**src/rtl/split_slave_ctrl.sv**
```systemverilog
// split_slave_ctrl: slave-side controller for a split-capable bus slave.
// Each transaction is either served directly, when the memory core answers
// within SPLIT_THRESH cycles of MEM_START, or split: the slave raises SBSY,
// remembers the owning master and requests a resume once the data is ready.
// All outputs are registered, so no input reaches an output combinationally.
module split_slave_ctrl #(
    parameter int SPLIT_THRESH = 4,
    parameter int TIMEOUT_CYC  = 64,
    parameter int CNT_W        = $clog2(TIMEOUT_CYC + 1)
) (
    input  logic       CLK,
    input  logic       RSTN,
    input  logic       SEL,
    input  logic [1:0] B_GRANT,
    input  logic       B_UTIL,
    input  logic       B_DONE,
    input  logic       B_SPL_RESUME,
    input  logic       MEM_READY,
    output logic       MEM_START,
    output logic       SBSY,
    output logic [1:0] SPL_MASTER,
    output logic       SPL_READY,
    output logic       SLV_READY,
    output logic       ERR
);

    localparam logic [2:0] ST_IDLE        = 3'd0;
    localparam logic [2:0] ST_ACCESS      = 3'd1;
    localparam logic [2:0] ST_SERVE       = 3'd2;
    localparam logic [2:0] ST_SPLIT_WAIT  = 3'd3;
    localparam logic [2:0] ST_RESUME_WAIT = 3'd4;

    localparam logic [CNT_W-1:0] THRESH_C  = CNT_W'(SPLIT_THRESH);
    localparam logic [CNT_W-1:0] TO_LAST_C = CNT_W'(TIMEOUT_CYC - 1);
    localparam logic [CNT_W-1:0] TO_SAT_C  = CNT_W'(TIMEOUT_CYC);

    // Saturating increment: the cycle counter never wraps.
    function automatic logic [CNT_W-1:0] cnt_inc(input logic [CNT_W-1:0] c);
        if (c < TO_SAT_C) begin
            return c + CNT_W'(1);
        end else begin
            return c;
        end
    endfunction

    logic [2:0]       state_r, state_s;
    logic [CNT_W-1:0] cnt_r, cnt_s;
    logic             mem_start_r, mem_start_s;
    logic             sbsy_r, sbsy_s;
    logic [1:0]       master_r, master_s;
    logic             spl_ready_r, spl_ready_s;
    logic             slv_ready_r, slv_ready_s;
    logic             err_r, err_s;
    logic             start_s;

    assign start_s = SEL & B_UTIL & ((B_GRANT == 2'b01) | (B_GRANT == 2'b10));

    // Next-state and next-output decision for the transaction FSM.
    always_comb begin
        state_s     = state_r;
        cnt_s       = cnt_r;
        mem_start_s = 1'b0;
        err_s       = 1'b0;
        sbsy_s      = sbsy_r;
        master_s    = master_r;
        spl_ready_s = spl_ready_r;
        slv_ready_s = slv_ready_r;
        case (state_r)
            ST_IDLE: begin
                if (start_s) begin
                    state_s     = ST_ACCESS;
                    master_s    = B_GRANT;
                    mem_start_s = 1'b1;
                    cnt_s       = {CNT_W{1'b0}};
                end else begin
                    state_s = ST_IDLE;
                end
            end
            ST_ACCESS: begin
                // While MEM_START is still high, MEM_READY may be the stale
                // level of the previous access, so it is not trusted yet.
                if (!mem_start_r && MEM_READY) begin
                    state_s     = ST_SERVE;
                    slv_ready_s = 1'b1;
                end else if (cnt_r == THRESH_C) begin
                    state_s = ST_SPLIT_WAIT;
                    sbsy_s  = 1'b1;
                    cnt_s   = {CNT_W{1'b0}};
                end else begin
                    cnt_s = cnt_inc(cnt_r);
                end
            end
            ST_SPLIT_WAIT: begin
                if (MEM_READY) begin
                    state_s     = ST_RESUME_WAIT;
                    spl_ready_s = 1'b1;
                end else if (cnt_r == TO_LAST_C) begin
                    state_s  = ST_IDLE;
                    err_s    = 1'b1;
                    sbsy_s   = 1'b0;
                    master_s = 2'b00;
                    cnt_s    = {CNT_W{1'b0}};
                end else begin
                    cnt_s = cnt_inc(cnt_r);
                end
            end
            ST_RESUME_WAIT: begin
                if (B_SPL_RESUME && (B_GRANT == master_r)) begin
                    state_s     = ST_SERVE;
                    sbsy_s      = 1'b0;
                    spl_ready_s = 1'b0;
                    slv_ready_s = 1'b1;
                end else begin
                    state_s = ST_RESUME_WAIT;
                end
            end
            ST_SERVE: begin
                if (B_DONE) begin
                    state_s     = ST_IDLE;
                    slv_ready_s = 1'b0;
                    master_s    = 2'b00;
                end else begin
                    state_s = ST_SERVE;
                end
            end
            default: begin
                state_s     = ST_IDLE;
                cnt_s       = {CNT_W{1'b0}};
                sbsy_s      = 1'b0;
                master_s    = 2'b00;
                spl_ready_s = 1'b0;
                slv_ready_s = 1'b0;
            end
        endcase
    end

    // State, counter and output registers with asynchronous reset.
    always_ff @(posedge CLK or negedge RSTN) begin
        if (!RSTN) begin
            state_r     <= ST_IDLE;
            cnt_r       <= {CNT_W{1'b0}};
            mem_start_r <= 1'b0;
            sbsy_r      <= 1'b0;
            master_r    <= 2'b00;
            spl_ready_r <= 1'b0;
            slv_ready_r <= 1'b0;
            err_r       <= 1'b0;
        end else begin
            state_r     <= state_s;
            cnt_r       <= cnt_s;
            mem_start_r <= mem_start_s;
            sbsy_r      <= sbsy_s;
            master_r    <= master_s;
            spl_ready_r <= spl_ready_s;
            slv_ready_r <= slv_ready_s;
            err_r       <= err_s;
        end
    end

    assign MEM_START  = mem_start_r;
    assign SBSY       = sbsy_r;
    assign SPL_MASTER = master_r;
    assign SPL_READY  = spl_ready_r;
    assign SLV_READY  = slv_ready_r;
    assign ERR        = err_r;

endmodule

```
**config.mk**
```make
export PLATFORM = sky130hd
export DESIGN_NAME = split_slave_ctrl
export DESIGN_NICKNAME = d
export VERILOG_FILES = /design/src/rtl/split_slave_ctrl.sv
export SDC_FILE = /design/constraint.sdc
export NUM_CORES = 1
export LEC_CHECK = 0
export BUFFER_PORTS_ARGS = -buffer_cell sky130_fd_sc_hd__buf_4
export CORE_MARGIN = 1.5
export CORE_UTILIZATION = 50
export DETAILED_ROUTE_END_ITERATION = 16
export PLACE_DENSITY = 0.74
export SYNTH_ARGS = -nofsm -noshare
export SYNTH_HDL_FRONTEND = slang
export SYNTH_SLANG_ARGS = --single-unit
```
**constraint.sdc**
```tcl
create_clock -name CLK -period 1.3 [get_ports CLK]
set_input_delay 0.13 -clock CLK [delete_from_list [all_inputs] [get_ports CLK]]
set_output_delay 0.13 -clock CLK [all_outputs]
set_load 0.05 [all_outputs]
```
Yosys cells after proc, flatten, opt, wreduce, memory -nomap -nowiden --
Cells that the tools add are included. W data, S select, Z words.
Word-level totals: register bits 17, latch bits 0, memory bits (writable) 0, ROM bits 0, input bits 9, output and inout port bits 7, word-level logic and storage cells 90, memories 0
Operators by class: $add $sub $neg 1, multipliers 0, div/mod/pow operators 0, magnitude comparators 1, eq/ne operators 20, shift operators 0, multiplexer cells 37, bitwise logic cells 8, reduce and logical (&&, ||, !) cells 15
Operators with widths (count):
- $mux W7 | 6
- $pmux W7 S4 | 1
- $ne A2 B2 Y1 const B | 9
- $mux W1 | 15
- $mux W3 | 5
- $pmux W3 S5 | 1
- $mux W2 | 5
- $pmux W1 S4 | 2
- $pmux W2 S4 | 1
- $reduce_and A4 Y1 | 2
- $reduce_or A2 Y1 | 4
- $add A7 B1 Y7 const B | 1
- $eq A7 B3 Y1 const B | 1
- $eq A7 B6 Y1 const B | 1
- $lt A7 B7 Y1 const B | 1
- $eq A3 B2 Y1 const B | 2
- $ne A3 B3 Y1 const B | 2
- $reduce_and A6 Y1 | 1
- $not A1 Y1 | 5
- $reduce_and A5 Y1 | 1
- $eq A3 B1 Y1 const B | 1
- $eq A3 B3 Y1 const B | 1
- $logic_not A3 Y1 | 1
- $pmux W1 S3 | 1
- 10 further kinds | 12

Depth between registers and ports, before layout --
Gate-level depths: netlist (run 1).
depth in word-level cells 5, gate-level depth with buffers 6, gate-level depth less buffers 6

Worst setup path after synthesis (run 1) --
Ideal clock, no wire load.
kind flip-flop to flip-flop, start point reg mem_start_r, in the netlist MEM_START, end point reg cnt_r[1], library setup time 82 ps, data arrival time 1343 ps, data required time 1218 ps, path slack -125 ps, stages on the path, launching flop included 5, buffers on the path 0, period minus slack after synthesis 1425 ps, cell sequence dfrtp_1 nand2b_1 a21oi_2 nand4b_1 o22ai_1
On the way: word-level cells in the longest chain between the ends 4
Ends and longest elaborated chain:
- from (decl) | line 48 | logic mem_start_r, mem_start_s;
- from (signal assigned) | line 151 | mem_start_r <= mem_start_s;
- $logic_not A1 Y1 | line 82 | if (!mem_start_r && MEM_READY) begin
- $logic_and A1 B1 Y1 | line 82
- $ne A2 B2 Y1 (no line)
- $reduce_and A4 Y1 (no line)
- to (signal assigned) | line 141 | cnt_r <= {CNT_W{1'b0}};
- to (signal assigned) | line 150 | cnt_r <= cnt_s;
- to (decl) | line 47 | logic [CNT_W-1:0] cnt_r, cnt_s;
No other way between the ends. A chain may end at the register's enable or synchronous reset.

Worst setup path in the final report (run 1) --
start point reg cnt_r[1], end point reg master_r[1], in the netlist SPL_MASTER[1]
On the way: word-level cells in the longest chain between the ends 3
Ends and longest elaborated chain:
- $eq A7 B6 Y1 | line 97 | end else if (cnt_r == TO_LAST_C) begin
- $ne A2 B2 Y1 (no line)
- $reduce_and A5 Y1 (no line)
- to (signal assigned) | line 153 | master_r <= master_s;
- to (decl) | line 50 | logic [1:0] master_r, master_s;
No other way between the ends.

==> impl_metrics.json, run 1 <==
{
  "status": "finished with violations",
  "violations": "negative setup slack",
  "seq_power_share_pct": 24.7,
  "viasPerCell": 5.961,
  "grt_pass1_vias": 1200,
  "ys_seq_area_share_pct": 36.84,
  "nNetsFinal": 190,
  "path_class": "flip-flop to flip-flop",
  "ir_drop_uv": 1442,
  "fp.dieArea_sq_um": 2607,
  "routabilityCongestion": 0.9035,
  "crit_family": "compound AO/OA/AOI/OAI gates",
  "synth_cells": 127,
  "crit_arrival_ns": 1.73,
  "cp_cell_sequence": "ha_2, and4b_4, nand3_2, a32o_2, a22o_1",
  "postLayoutSetupSlackWorst_ns": -0.2332,
  "worstHoldPathType": "primary input to flip-flop",
  "cts-root-buf": "clkbuf_4",
  "syn_area_sq_um": 1155,
  "rsz0062_at_grt": "yes",
  "synth_top_cell_area_share_pct": 36.84,
  "period_minus_slack_ns": 1.533,
  "power_switching_mw": 1.662,
  "wire_per_inst_microns": 17.15,
  "drt-pass1-iter-count": 5,
  "fin_crit_sh_pct": 117.9,
  "r2r-start": "cnt_r[1]$_DFFE_PN0P_",
  "slew_headroom_pct": 79.68,
  "synth.largest_area_cell": "dfrtp_1",
  "drt_iter0_drc": 56,
  "startpoint": "cnt_r[1]$_DFFE_PN0P_",
  "clkSinkCount": 17,
  "antenna_found_initial": 0,
  "ys_warn_count": 0,
  "cts_buffer_depth": 2,
  "worst_slew_pin_slew_ns": 0.3035,
  "critPathBufInv": 0,
  "cellLeakagePower_nw": 0.7905,
  "total_power_mw": 3.732,
  "grt_pass1_wl_microns": 5457,
  "track_usage_pct": 28.34,
  "ant_nets": 0,
  "combinationalPowerShare_pct": 67.2,
  "core_area_sq_um": 2191,
  "clock_skew_ns": 0.007556,
  "htree_levels": 1,
  "min_from": "MEM_READY",
  "synthFlopType": "dfrtp_1",
  "fp.dieW_microns": 51.06,
  "maxCapViolCount": 0,
  "max_freq_mhz": 652.2,
  "cp-end-kind": "flip-flop",
  "synth_cell_type_count": 48,
  "slew_viol_final": 0,
  "synth_edf_count": 0,
  "cts_made_buffers": 3,
  "clkTransAtPathRegs_ns": 0.11,
  "placementRows": 17,
  "syn_to_final_growth_pct": 51.14,
  "async_flop_share_pct": 100.0,
  "ys_ff_latch": 17,
  "clock_latency_ns": 0.30,
  "p_int_mw": 2.070,
  "tns_ns": -1.893,
  "cts_tree": "done",
  "vias": 1228,
  "hold_violations": 0,
  "grt_max_degree": 18,
  "power_density_nw_per_um2": 2138,
  "drc_errors": 0,
  "initial_core_util_pct": 52.71,
  "hpwl_microns": 2126,
  "cp.required_ns": 1.49,
  "setup_violations": 14,
  "overflow": 0,
  "port_buffers": 15,
  "drt_wl_total_microns": 3533,
  "die_h_microns": 51.06,
  "crit_slowest_cell": "dfrtp_1",
  "swShare_pct": 44.54,
  "syn_avg_cell_area_sq_um": 9.093,
  "pin_count": 16,
  "pwr-share-clk_pct": 8.1,
  "cp-start-kind": "flip-flop",
  "drive_gt1_share_pct": 51.69,
  "worst_path_largest_cell_delay_ns": 0.42,
  "synth_area_leaders": "dfrtp_1, nand3_1, nor3_1",
  "n_antenna_cell": 0,
  "cp_max_fo": 3,
  "synth.net_count": 138
}
==> sequential cells by signal, summed over array words and instances (netlist names) <==
name	flops
ERR	1
SPL_READY	1
SPL_MASTER	2
SLV_READY	1
SBSY	1
state_r	3
MEM_START	1
cnt_r	7
==> cells by family after synthesis <==
logic type / Yosys count / synth area share [%]
AOI/OAI and AO/OA: 33 / 21.78
and+or+nand+nor: 56 / 28.82
buffers and inverters: 14 / 5.742
muxes: 2 / 1.734
xor gates and xnor gates: 3 / 2.926
adders and majority gates: 2 / 2.167
DFF: 17 / 36.84
==> power by group through the flow <==
stage	Clock [mW]	Sequential [mW]	Combinational [mW]
CTS	0.306	0.887	2.12
global placement	0	0.931	1.81
detailed placement	0	0.944	1.83
finish	0.304	0.920	2.51
floorplan	0	1.01	1.07
global route	0.319	0.935	2.70
==> per-layer routing <==
layer | vias up | track usage [%] | part of all wire [%]
met5 | - | 0 | 0
met4 | 0 | 12.16 | 2.3
met3 | 12 | 2.924 | 5.4
met2 | 46 | 44.16 | 47
met1 | 590 | 39.89 | 45
li1 | 580 | - | -
==> synthesized netlist by cell type (2+ instances only) <==
cell type   n
a211oi_1    2
a22o_1      3
a31oi_1     3
and2_1      2
and3_1      3
buf_2       5
dfrtp_1    17
ha_1        2
inv_1       7
mux2i_1     2
nand2_1     7
nand2_2     2
nand2b_1    4
nand3_1    10
nand4_1     4
nand4b_1    3
nor2_1      5
nor2b_1     2
nor3_1      6
nor3b_1     2
o21a_1      3
o21ai_0     2
o21ai_1     3
o22ai_1     3
xnor2_1     2
==> repair_timing <==
action                     in CTS  in global routing
hold endpoints to repair       17                  0
resized for setup              15                 23
setup endpoints to repair      14                 15
hold buffers                    1                  0
setup buffers                   6                  5
cloned                          1                  0
pin swaps                       7                 15
==> cell usage in the layout (no fill, tap or decap), types with 3 or more instances in the layout <==
cell type | synthesis | layout
a22o_1 | 3 | 3
nand4b_1 | 3 | 3
o21ai_1 | 3 | 4
nand3_2 | 0 | 3
nand2b_1 | 4 | 3
nor2_1 | 5 | 4
buf_4 | 0 | 42
inv_1 | 7 | 6
o22ai_1 | 3 | 3
a31oi_1 | 3 | 3
clkbuf_4 | 0 | 3
dfrtp_1 | 17 | 13
o21a_1 | 3 | 3
nand4_1 | 4 | 4
nor3_1 | 6 | 5
nand3_1 | 10 | 7
dfrtp_2 | 0 | 4
buf_6 | 1 | 8
and3_1 | 3 | 3
nand2_1 | 7 | 7
==> worst paths after layout <==
kind / end / slack [ns] / cells past startpoint
worst max-delay path: SPL_MASTER[1]$_DFFE_PN0P_ / -0.23 / 5
worst min-delay path: ERR$_DFF_PN0_ / 0.07 / 2
worst max register to register: SPL_MASTER[1]$_DFFE_PN0P_ / -0.23 / 5
worst min register to register: SBSY$_DFFE_PN0P_ / 0.55 / 2
max in group asynchronous: state_r[1]$_DFFE_PN0P_ / 0.87 / 2
min in group asynchronous: cnt_r[6]$_DFFE_PN0P_ / 0.22 / 2
==> metrics by stage <==
stage / hold slack, ns / instances / worst slack, ns / utilization (%) / cell area, sq um
2_1_floorplan: -0.1656 / 127 / -0.08831 / - / 1172
3_3_place_gp: 0.009905 / 189 / -0.1338 / 67.16 / 1471
3_5_place_dp: 0.009532 / 189 / -0.1559 / 67.16 / 1471
4_1_cts: 0.04946 / 201 / -0.1468 / 73.50 / 1610
5_1_grt: 0.08073 / 206 / -0.2743 / 79.67 / 1745
6_report: 0.07316 / 206 / -0.2332 / 79.67 / 1745
==> cell type report <==
class                           count  area [sq um]
Inverter                            8         30.03
Multi-Input combinational cell     97         803.3
Clock buffer                        4         26.28
Sequential cell                    17         430.4
Fill cell                         133         445.4
Tap cell                           28         35.03
Timing Repair Buffer               52         420.4
Power figures use the tool's default switching activity.
==> run 2, diff against run 1 <==
--- a/config.mk
+++ b/config.mk
@@ -6,10 +6,12 @@
 export NUM_CORES = 1
 export LEC_CHECK = 0
 export BUFFER_PORTS_ARGS = -buffer_cell sky130_fd_sc_hd__buf_4
+export CELL_PAD_IN_SITES_DETAIL_PLACEMENT = 0
+export CELL_PAD_IN_SITES_GLOBAL_PLACEMENT = 2
 export CORE_MARGIN = 1.5
-export CORE_UTILIZATION = 50
+export CORE_UTILIZATION = 31
 export DETAILED_ROUTE_END_ITERATION = 16
-export PLACE_DENSITY = 0.74
+export PLACE_DENSITY_LB_ADDON = 0.1
 export SYNTH_ARGS = -nofsm -noshare
 export SYNTH_HDL_FRONTEND = slang
 export SYNTH_SLANG_ARGS = --single-unit
==> impl_metrics.json, run 2 (synthesis gave the netlist of run 1 again) <==
{
  "drt_iter0_drc": 70,
  "postLayoutSetupSlackWorst_ns": -0.1690,
  "max_freq_mhz": 680.7,
  "overflow": 0,
  "final_common_cell": "buf_4",
  "fp.dieW_microns": 64.04,
  "cts_made_buffers": 3,
  "fin_crit_sh_pct": 113.0,
  "wire_per_inst_microns": 14.53,
  "crit_arrival_ns": 1.61,
  "die_h_microns": 64.04,
  "core_area_sq_um": 3442,
  "total_power_mw": 3.569,
  "initial_core_util_pct": 33.55,
  "cp_max_fo": 12,
  "clkSinkCount": 17,
  "drt_wl_total_microns": 3298,
  "htree_levels": 1,
  "clock_skew_ns": 0.001299,
  "placementRows": 21,
  "worstHoldPathType": "primary input to flip-flop",
  "maxCapViolCount": 0,
  "clkTransAtPathRegs_ns": 0.07,
  "ir_drop_uv": 887.1,
  "slew_viol_final": 0,
  "port_buffers": 15,
  "viasPerCell": 5.203,
  "pre_cts_slack_ns": -0.1747,
  "power_density_nw_per_um2": 2088,
  "cellLeakagePower_nw": 0.7823,
  "violations": "negative setup slack",
  "n_antenna_cell": 0,
  "hold_violations": 0,
  "track_usage_pct": 17.79,
  "slew_headroom_pct": 74.64,
  "path_class": "flip-flop to flip-flop",
  "nNetsFinal": 193,
  "largest_reg_flops": 7,
  "drc_errors": 0,
  "setup_violations": 14,
  "cts-root-buf": "clkbuf_8",
  "postPlaceCellArea_sq_um": 1546,
  "final_cell_area_sq_um": 1709,
  "worst_slew_pin_slew_ns": 0.3788,
  "status": "finished with violations",
  "antenna_found_initial": 0,
  "grt_max_degree": 18,
  "clock_latency_ns": 0.26,
  "ant_nets": 0,
  "grt_pass1_wl_microns": 5595,
  "top_register": "cnt_r",
  "cp-start-kind": "flip-flop",
  "syn_to_final_growth_pct": 48.00,
  "routabilityCongestion": 0.7429,
  "drive_gt1_share_pct": 45.86,
  "cts_buffer_depth": 2,
  "final_cell_mix": "buf_4, dfrtp_1, nand3_1",
  "rsz0062_at_grt": "yes",
  "cp-end-kind": "flip-flop",
  "cp.required_ns": 1.45,
  "period_minus_slack_ns": 1.469,
  "grt_pass1_vias": 1119,
  "cts_tree": "done",
  "vias": 1181,
  "hpwl_microns": 2367,
  "drt-pass1-iter-count": 4,
  "pin_count": 16,
  "fp.dieArea_sq_um": 4100
}
run 2: cell count changes in the layout (fill, tap and decap cells not counted), moves of 2 or more:
cell and change:
dfrtp_1 +2, a211oi_1 +2, clkbuf_8 +3, buf_4 +12, a211oi_2 -2, buf_6 -8, clkbuf_4 -3, dfrtp_2 -2
run 2: timing repair:
| action | in CTS | in global routing |
|---|---|---|
| gates resized for setup | 5 | 8 |
| buffers inserted | 1 | 6 |
| endpoints found under the setup margin | 14 | 15 |
| gates cloned | 1 | 0 |
| hold buffers | 1 | 0 |
| pin swaps | 2 | 5 |
| endpoints found under the hold margin | 17 | 0 |
run 2: through the flow:
| stage | util, % | setup TNS, ns | hold WS (ns) | cells |
|---|---|---|---|---|
| after floorplan | - | -0.3512 | -0.1656 | 127 |
| after global placement | 44.93 | -1.247 | 0.01817 | 214 |
| after detailed placement | 44.93 | -1.762 | 0.01973 | 214 |
| after CTS | 47.47 | -1.404 | 0.09544 | 221 |
| after global routing | 49.65 | -2.721 | 0.1090 | 227 |
| final | 49.65 | -1.556 | 0.1061 | 227 |
run 2: final cells by class:
class,count,area [sq um]
Clock buffer,4,45.04
Fill cell,356,1733
Inverter,8,30.03
Multi-Input combinational cell,97,733.2
Sequential cell,17,427.9
Tap cell,46,57.56
Timing Repair Buffer,55,415.4
run 2: final timing paths:
check,slack (ns),cells after the start,endpoint,from
setup / recovery,-0.17,5,state_r[1]$_DFFE_PN0P_,state_r[1]$_DFFE_PN0P_
hold / removal,0.11,2,ERR$_DFF_PN0_,MEM_READY
setup reg to reg,-0.17,5,state_r[1]$_DFFE_PN0P_,state_r[1]$_DFFE_PN0P_
hold reg to reg,0.55,2,SBSY$_DFFE_PN0P_,SBSY$_DFFE_PN0P_
max in group asynchronous,0.81,2,MEM_START$_DFF_PN0_,RSTN
min in group asynchronous,0.28,2,SPL_READY$_DFFE_PN0P_,RSTN
run 2: power breakdown:
group          leakage, nW  internal, mW  switching, mW
Combinational        0.544          1.12           1.09
Clock               0.0228         0.218          0.201
Sequential           0.215         0.696          0.241
run 2: critical path: stages (launching register included):
cell      delay (ns)
dfrtp_2         0.49
buf_4           0.18
nor3b_1         0.13
o21bai_1        0.21
o31ai_2         0.10
a22o_1          0.24
run 2: layer usage:
metal | vias to the layer above | global-route usage [%] | part of all wire, %
li1 | 589 | - | -
met1 | 570 | 26.45 | 52
met2 | 20 | 25.26 | 44
met3 | 2 | 4.754 | 3.3
met4 | 0 | 4.348 | 0.67
met5 | - | 0 | 0
==> run 3, diff against run 2 <==
--- a/config.mk
+++ b/config.mk
@@ -9,9 +9,10 @@
 export CELL_PAD_IN_SITES_DETAIL_PLACEMENT = 0
 export CELL_PAD_IN_SITES_GLOBAL_PLACEMENT = 2
 export CORE_MARGIN = 1.5
-export CORE_UTILIZATION = 31
+export CORE_UTILIZATION = 37
 export DETAILED_ROUTE_END_ITERATION = 16
 export PLACE_DENSITY_LB_ADDON = 0.1
+export SLEW_MARGIN = 20
 export SYNTH_ARGS = -nofsm -noshare
 export SYNTH_HDL_FRONTEND = slang
 export SYNTH_SLANG_ARGS = --single-unit
==> constraint.sdc (replaced) <==
create_clock -name CLK -period 1.8 [get_ports CLK]
set_input_delay 0.18 -clock CLK [delete_from_list [all_inputs] [get_ports CLK]]
set_output_delay 0.18 -clock CLK [all_outputs]
set_load 0.05 [all_outputs]
==> impl_metrics.json, run 3 (synthesis gave the netlist of run 1 again) <==
{
  "status": "finished clean",
  "drt-pass1-iter-count": 4,
  "power_switching_mw": 0.9582,
  "placementRows": 20,
  "final_cell_mix": "buf_4, dfrtp_1, nand3_1",
  "hold_slack_ns": 0.1159,
  "cp-start-kind": "flip-flop",
  "vias": 1061,
  "slew_viol_final": 0,
  "path_class": "flip-flop to flip-flop",
  "ant_nets": 0,
  "nNetsFinal": 157,
  "pin_count": 16,
  "die_h_microns": 58.87,
  "drive_gt1_share_pct": 23.45,
  "fin_crit_sh_pct": 92.54,
  "min_to": "ERR$_DFF_PN0_",
  "syn_to_final_growth_pct": 16.68,
  "antenna_found_initial": 0,
  "cp_max_fo": 18,
  "fp.dieW_microns": 58.87,
  "rsz0062_at_grt": "no",
  "initial_core_util_pct": 38.46,
  "port_buffers": 15,
  "critPathBufInv": 0,
  "crit_arrival_ns": 1.88,
  "swShare_pct": 47.81,
  "r2r_cells": 4,
  "cts_buffer_depth": 2,
  "worst_slew_pin_slew_ns": 0.5156,
  "crit_family": "compound AO/OA/AOI/OAI gates",
  "r2r-start": "state_r[1]$_DFFE_PN0P_",
  "timing.rr.end": "cnt_r[3]$_DFFE_PN0P_",
  "drt_wl_total_microns": 2942,
  "slew_headroom_pct": 65.62,
  "setup_violations": 0,
  "worstHoldPathType": "primary input to flip-flop",
  "cp.required_ns": 2.02,
  "pwr-share-clk_pct": 10.9,
  "routabilityCongestion": 0.8011,
  "min_from": "MEM_READY",
  "max_freq_mhz": 600.4,
  "period_minus_slack_ns": 1.666,
  "cts_tree": "done",
  "combinationalPowerShare_pct": 53.3,
  "fp.dieArea_sq_um": 3466,
  "maxCapViolCount": 0,
  "clock_latency_ns": 0.29,
  "post-route-util_pct": 44.88,
  "cp-end-kind": "flip-flop",
  "hold_violations": 0,
  "drt_iter0_drc": 31,
  "core_area_sq_um": 3003,
  "p_int_mw": 1.046,
  "hpwl_microns": 2120,
  "total_power_mw": 2.004,
  "overflow": 0,
  "clkTransAtPathRegs_ns": 0.11,
  "cts_setup_buffers": 0,
  "drc_errors": 0,
  "clock_skew_ns": 0.005086,
  "grt_pass1_vias": 985,
  "cellLeakagePower_nw": 0.5874,
  "worst_path_largest_cell_delay_ns": 0.58,
  "final_common_cell": "buf_4",
  "n_antenna_cell": 0,
  "cts_made_buffers": 3,
  "seq_power_share_pct": 35.8,
  "clkSinkCount": 17,
  "final_cell_area_sq_um": 1348,
  "tns_ns": 0,
  "ir_drop_uv": 510.4,
  "htree_levels": 1,
  "hold_depth": 2,
  "largest_reg_flops": 7,
  "grt_pass1_wl_microns": 4871,
  "cts-root-buf": "clkbuf_4",
  "postPlaceCellArea_sq_um": 1303,
  "crit_slowest_cell": "dfrtp_1",
  "rrSetupSlack_ns": 0.13,
  "top_register": "cnt_r",
  "viasPerCell": 5.961,
  "wire_per_inst_microns": 16.53,
  "track_usage_pct": 18.85,
  "power_density_nw_per_um2": 1487,
  "grt_max_degree": 19,
  "cp_cell_sequence": "nand2b_1, a21oi_2, a41oi_1, a31oi_1"
}
-- run 3: cell types whose count changed in the layout (fill, tap and decap cells not counted), moves of 2 or more --
cell / previous run / this run
dfrtp_2: 2 / 0
inv_1: 5 / 7
inv_2: 3 / 1
ha_1: 0 / 2
nand3_2: 2 / 0
buf_4: 54 / 19
nand3_1: 8 / 10
clkbuf_4: 0 / 3
dfrtp_1: 15 / 17
clkbuf_8: 3 / 0
-- run 3: power by group through the flow --
| stage | Clock (mW) | Sequential [mW] | Combinational (mW) |
|---|---|---|---|
| 2_1_floorplan | 0 | 0.722 | 0.749 |
| 3_3_place_gp | 0 | 0.714 | 1.04 |
| 3_5_place_dp | 0 | 0.715 | 1.04 |
| 4_1_cts | 0.227 | 0.708 | 1.05 |
| 5_1_grt | 0.248 | 0.743 | 1.17 |
| 6_report | 0.218 | 0.718 | 1.07 |
-- run 3: worst register-to-register path, delay by kind of cell (launching register included) --
kind | cells | cell delay, ns
AOI/OAI and AO/OA | 3 | 0.74
and+or+nand+nor | 1 | 0.27
DFF | 1 | 0.58
-- run 3: layout make-up --
cell class	count	area, sq um
Clock buffer	4	26.28
Fill cell	302	1655
Inverter	8	30.03
Multi-Input combinational cell	96	671.9
Sequential cell	17	425.4
Tap cell	33	41.29
Timing Repair Buffer	20	152.6
-- run 3: worst max path at each step --
stage	from	endpoint	slack [ns]	depth (start not counted)
2_1_floorplan	MEM_START$_DFF_PN0_	cnt_r[1]$_DFFE_PN0P_	0.37	4
3_3_place_gp	cnt_r[0]$_DFFE_PN0P_	cnt_r[3]$_DFFE_PN0P_	0.20	6
3_5_place_dp	cnt_r[0]$_DFFE_PN0P_	cnt_r[3]$_DFFE_PN0P_	0.15	6
4_1_cts	cnt_r[0]$_DFFE_PN0P_	cnt_r[3]$_DFFE_PN0P_	0.13	6
5_1_grt	state_r[1]$_DFFE_PN0P_	cnt_r[3]$_DFFE_PN0P_	0.02	4
6_report	state_r[1]$_DFFE_PN0P_	cnt_r[3]$_DFFE_PN0P_	0.13	4
-- run 3: through the flow --
step                instances  setup slack (ns)
floorplan                 127            0.3749
global placement          173            0.2021
detailed placement        173            0.1546
CTS                       178            0.1264
global route              178           0.01892
finish                    178            0.1343
-- run 3: layer usage --
metal,wire (microns),track usage [%],share of wire (%),vias up
met1,1435,28.16,49,512
met2,1303,27.14,44,35
met3,177,2.857,6.0,4
li1,-,-,-,510
met4,26,7.143,0.88,0
met5,0,0,0,-
-- run 3: what timing repair did --
item,4_1_cts,5_1_grt
endpoints found under the setup margin,0,1
hold buffers,1,0
endpoints found under the hold margin,17,0
gates resized for setup,0,1
